--- src/rtl/instr_encoder.sv ---
// RV32 instruction encoder (R/I/S/B formats) feeding a small valid/ready output FIFO.
// Optional immediate range checking is enabled by defining BRISC_ENC_IMM_CHECK_EN.
package brisc_pkg;
  parameter int unsigned ILEN = 32;

  typedef enum logic [2:0] {
    ITYPE_R       = 3'd0,
    ITYPE_I       = 3'd1,
    ITYPE_S       = 3'd2,
    ITYPE_B       = 3'd3,
    ITYPE_INVALID = 3'd7
  } itype_e;

  localparam logic [6:0] OPCODE_LOAD   = 7'b0000011;
  localparam logic [6:0] OPCODE_STORE  = 7'b0100011;
  localparam logic [6:0] OPCODE_OP     = 7'b0110011;
  localparam logic [6:0] OPCODE_BRANCH = 7'b1100011;
endpackage

module instr_encoder #(
  parameter int unsigned ILEN  = brisc_pkg::ILEN,
  parameter int unsigned DEPTH = 2
) (
  input  logic                    clk,
  input  logic                    reset,
  input  logic                    in_valid,
  output logic                    in_ready,
  input  brisc_pkg::itype_e       in_itype,
  input  logic [4:0]              in_rd,
  input  logic [4:0]              in_rs1,
  input  logic [4:0]              in_rs2,
  input  logic [2:0]              in_funct3,
  input  logic [6:0]              in_funct7,
  input  logic [31:0]             in_imm,
  output logic                    out_valid,
  input  logic                    out_ready,
  output logic [ILEN-1:0]         out_instr,
  output logic                    err,
  output logic [31:0]             enc_count
);

  localparam int unsigned PW = $clog2(DEPTH);
  localparam int unsigned CW = $clog2(DEPTH + 1);

  logic [ILEN-1:0] mem_q [DEPTH];
  logic [PW-1:0]   wptr_q, wptr_d;
  logic [PW-1:0]   rptr_q, rptr_d;
  logic [CW-1:0]   count_q, count_d;
  logic            in_ready_q, in_ready_d;
  logic            err_q, err_d;
  logic [31:0]     enc_count_q, enc_count_d;

  logic [ILEN-1:0] word;
  logic            encodable;
  logic            accept, push, pop;

  always_comb begin
    word      = '0;
    encodable = 1'b1;
    case (in_itype)
      brisc_pkg::ITYPE_R:
        word = {in_funct7, in_rs2, in_rs1, in_funct3, in_rd, brisc_pkg::OPCODE_OP};
      brisc_pkg::ITYPE_I: begin
        word = {in_imm[11:0], in_rs1, in_funct3, in_rd, brisc_pkg::OPCODE_LOAD};
`ifdef BRISC_ENC_IMM_CHECK_EN
        if ($signed(in_imm) < -32'sd2048 || $signed(in_imm) > 32'sd2047) encodable = 1'b0;
`endif
      end
      brisc_pkg::ITYPE_S: begin
        word = {in_imm[11:5], in_rs2, in_rs1, in_funct3, in_imm[4:0], brisc_pkg::OPCODE_STORE};
`ifdef BRISC_ENC_IMM_CHECK_EN
        if ($signed(in_imm) < -32'sd2048 || $signed(in_imm) > 32'sd2047) encodable = 1'b0;
`endif
      end
      brisc_pkg::ITYPE_B: begin
        word = {in_imm[12], in_imm[10:5], in_rs2, in_rs1, in_funct3, in_imm[4:1], in_imm[11],
                brisc_pkg::OPCODE_BRANCH};
`ifdef BRISC_ENC_IMM_CHECK_EN
        if ($signed(in_imm) < -32'sd4096 || $signed(in_imm) > 32'sd4094 || in_imm[0])
          encodable = 1'b0;
`endif
      end
      default: encodable = 1'b0;
    endcase
  end

  // in_ready is a register derived from next-state occupancy, so it never sees out_ready combinationally.
  always_comb begin
    accept      = in_valid & in_ready_q;
    push        = accept & encodable;
    pop         = (count_q != '0) & out_ready;
    err_d       = accept & ~encodable;
    wptr_d      = push ? wptr_q + 1'b1 : wptr_q;
    rptr_d      = pop ? rptr_q + 1'b1 : rptr_q;
    count_d     = count_q;
    if (push && !pop) count_d = count_q + 1'b1;
    if (pop && !push) count_d = count_q - 1'b1;
    in_ready_d  = (count_d != CW'(DEPTH));
    enc_count_d = push ? enc_count_q + 32'd1 : enc_count_q;
  end

  always_ff @(posedge clk) begin
    if (reset) begin
      wptr_q      <= '0;
      rptr_q      <= '0;
      count_q     <= '0;
      in_ready_q  <= 1'b1;
      err_q       <= 1'b0;
      enc_count_q <= '0;
    end else begin
      wptr_q      <= wptr_d;
      rptr_q      <= rptr_d;
      count_q     <= count_d;
      in_ready_q  <= in_ready_d;
      err_q       <= err_d;
      enc_count_q <= enc_count_d;
    end
  end

  always_ff @(posedge clk) begin
    if (push) mem_q[wptr_q] <= word;
  end

  assign in_ready  = in_ready_q;
  assign out_valid = (count_q != '0);
  assign out_instr = mem_q[rptr_q];
  assign err       = err_q;
  assign enc_count = enc_count_q;

endmodule

--- config.mk ---
export PLATFORM = sky130hd
export DESIGN_NAME = instr_encoder
export DESIGN_NICKNAME = d
export VERILOG_FILES = /design/src/rtl/instr_encoder.sv
export SDC_FILE = /design/constraint.sdc
export NUM_CORES = 1
export LEC_CHECK = 0
export BUFFER_PORTS_ARGS = -buffer_cell sky130_fd_sc_hd__buf_2
export CAP_MARGIN = 30
export CORE_ASPECT_RATIO = 1.1
export CORE_MARGIN = 4
export CORE_UTILIZATION = 30
export CTS_BUF_LIST = sky130_fd_sc_hd__clkbuf_4
export CTS_CLUSTER_DIAMETER = 150
export DETAILED_ROUTE_END_ITERATION = 10
export PLACE_DENSITY_LB_ADDON = 0.25
export SLEW_MARGIN = 10
export SYNTH_ARGS = -nofsm -noshare
export SYNTH_HDL_FRONTEND = slang
export SYNTH_SLANG_ARGS = --single-unit
--- constraint.sdc ---
create_clock -name clk -period 7.6 [get_ports clk]
set_clock_uncertainty 0.15 [all_clocks]
set_input_delay 2.28 -clock clk [delete_from_list [all_inputs] [get_ports clk]]
set_output_delay 2.28 -clock clk [all_outputs]
set_load 0.02 [all_outputs]
==> qor.yml <==
status: "completed"
dieHeight_um: 134
powerDensity_nw_per_um2: 236
cts_hold_buf: 0
tightest_slew_ns: 0.753
worstPathRequired_ns: 7.84
seq_area_frac_synth_pct: 58.1
first_pass_iters: 4
hold_depth: 2
final_common_cell: "buf_2"
grt_pass1_vias: 3205
fillers: 1455
synth_top_family_by_area: "simple AND/OR/NAND/NOR gates"
synth_compound_area_share_pct: 8.22
finalCriticalPeriod_ns: 4.40
grt_max_degree: 42
r2r_start: "enc_count[7]$_SDFFE_PP0N_"
cts_max_path_buffers: 2
grtUsageTotal_pct: 12.4
syn_inst: 380
grt_pass1_wl_um: 16000
antenna_found_initial: 0
cp.arrival_ns: 4.65
crit_chain: "buf_2, nand4b_1, or4_4, or4_2, a21oi_1"
synth_adder_area_share_pct: 0.807
syn_area_um2: 4340
num_io_pins: 131
vias_per_cell: 4.87
p_leak_uw: 0.00192
area_delta_synth_final_pct: 20.2
setup_ws_ns: 3.20
synth_cell_types: 43
initial_core_util_pct: 31.1
die_area_um2: 16500
ant_nets: 0
diodes: 0
wire_per_inst_um: 15.0
drv_cap: 0
hp-class: "flip-flop to flip-flop"
tritoncts: "done"
synth.area.mux_share_pct: 9.43
drive_gt1_share_pct: 34.6
dpl_worst_slack_ns: 2.72
hold_viol: 0
core-area_um2: 14000
stdcell_count: 673
htreeDepth: 3
dp.cells: 657
min_from: "enc_count[31]$_SDFFE_PP0N_"
crit_path_end_kind: "flip-flop"
reg2reg_setup_slack_ns: 5.02
cpPeakStageDelay_ns: 0.75
ys_seq_elements: 97
holdPathEnd: "enc_count[31]$_SDFFE_PP0N_"
crit_slowest_cell: "or4_4"
final_max_slew_viol_count: 0
grt_setup_unrepaired: "no"
final_nets: 546
cts_root_buf: "clkbuf_4"
cts_sinks: 97
synth_warnings: 0
post_cts_resized: 0
cts.clk_slew.worst_paths_ns: 0.15
tns_ns: 0
rows: 45
timing.hold.ws_ns: 0.353
synthSimpleGateAreaFrac_pct: 16.9
max-slew-margin-rel_pct: 49.8
mostFrequentLayoutCells: "buf_2, edfxtp_1, dfxtp_1"
multiInputGateArea_um2: 1670
max_freq_ghz: 0.227
r2r_cells: 4
total_power_uw: 1230
drt-total-wl_um: 10100
cp_max_fo: 32
finalWeightedCongestion: 0.759
fin_crit_sh_pct: 57.9
critPathKind: "input pin to flip-flop"
insertion_delay_ns: 0.45
r2r-end: "enc_count[13]$_SDFFE_PP0N_"
cts-buffers-inserted: 9
die_w_um: 123
seqCellArea_um2: 2520
drtIter0Drc: 80
dp_hpwl_um: 6910
cp-start-kind: "input pin"
num_vias: 3275
port_buffers: 109
setup_viol: 0
syn_avg_cell_area_um2: 11.4
gr-total-overflow: 0
vdd_drop_max_v: 0.0000952
synth-xor-area-share_pct: 2.83
post_cts_buffers: 0
post-route-drc-count: 0
Yosys cell counts (all sizes together):
cell type,instances,share of area [%]
nand4,7,1.3
nand3b,1,0.17
nand4b,1,0.20
a211oi,3,0.52
o21ai,11,1.3
nor3,5,0.58
conb,1,0.086
edfxtp,58,40
mux2,31,8.0
nand3,11,1.3
ha,2,0.58
clkbuf,14,1.2
dfxtp,39,18
buf,10,1.5
inv,10,0.87
a21oi,32,3.7
o22ai,1,0.14
or4,19,3.5
and2,1,0.14
nor2,25,2.2
and4,3,0.63
mux2i,6,1.4
nor2b,13,1.9
xnor2,11,2.2
nor4,5,0.72
o31ai,15,2.6
and4b,1,0.23
maj3,1,0.23
and3b,1,0.20
xor2,3,0.61
or3,5,0.75
and3,1,0.14
or3b,1,0.20
nand2b,1,0.14
nand2,31,2.7
worst max-delay path, delay by kind of cell:
kind / cells / cell delay (ns)
buffers and inverters: 1 / 0.30
AOI/OAI and AO/OA: 1 / 0.15
and+or+nand+nor: 3 / 1.91
through the flow:
stage | utilization, % | cell area (µm²)
2_1_floorplan | - | 4340
3_3_place_gp | 36.0 | 5030
3_5_place_dp | 36.0 | 5030
4_1_cts | 37.4 | 5220
5_1_grt | 37.4 | 5220
6_report | 37.4 | 5220
where the power goes:
part	internal, µW	switching (µW)	leakage, µW
combinational	120	171	0.000978
clock	166	173	0.0000883
sequential	590	11.8	0.000857
logic make-up (layout without fill, tap and decap cells):
kind of cell	count (synthesis)	after routing
AOI/OAI and AO/OA	62	62
xor gates and xnor gates	14	14
and+or+nand+nor	132	132
adders and majority gates	3	3
DFF	97	97
other	1	2
buffers and inverters	34	138
muxes	37	37
metal layers:
layer	GRT usage, %	wire (µm)
met1	15.1	4410
met2	20.2	4740
met3	4.18	761
met4	4.67	149
met5	0	0
registers in the layout (all words and copies together) (netlist names), named ones only:
signal / count
mem_q: 58
enc_count: 32
count_q: 2
err: 1
in_ready: 1
rptr_q: 1
wptr_q: 1
worst max path at each step:
stage / from / endpoint / slack [ns] / cells after the start
2_1_floorplan: in_itype[2] / mem_q[0][10]$_DFFE_PP_ / 3.23 / 2
3_3_place_gp: in_itype[2] / enc_count[21]$_SDFFE_PP0N_ / 2.77 / 5
3_5_place_dp: in_itype[2] / enc_count[22]$_SDFFE_PP0N_ / 2.72 / 5
4_1_cts: in_itype[2] / enc_count[21]$_SDFFE_PP0N_ / 3.26 / 5
5_1_grt: in_itype[2] / enc_count[22]$_SDFFE_PP0N_ / 3.10 / 5
6_report: in_itype[2] / enc_count[21]$_SDFFE_PP0N_ / 3.20 / 5
layout make-up:
class                      count  area share, %
multi-input combinational    250           32.0
sequential                    97           48.4
inverter                      10          0.720
clock inverter                 7           2.28
clock buffer                   9           1.30
timing repair buffer         112           10.9
tap                          188           4.51
(Power assumes the default switching activity.)
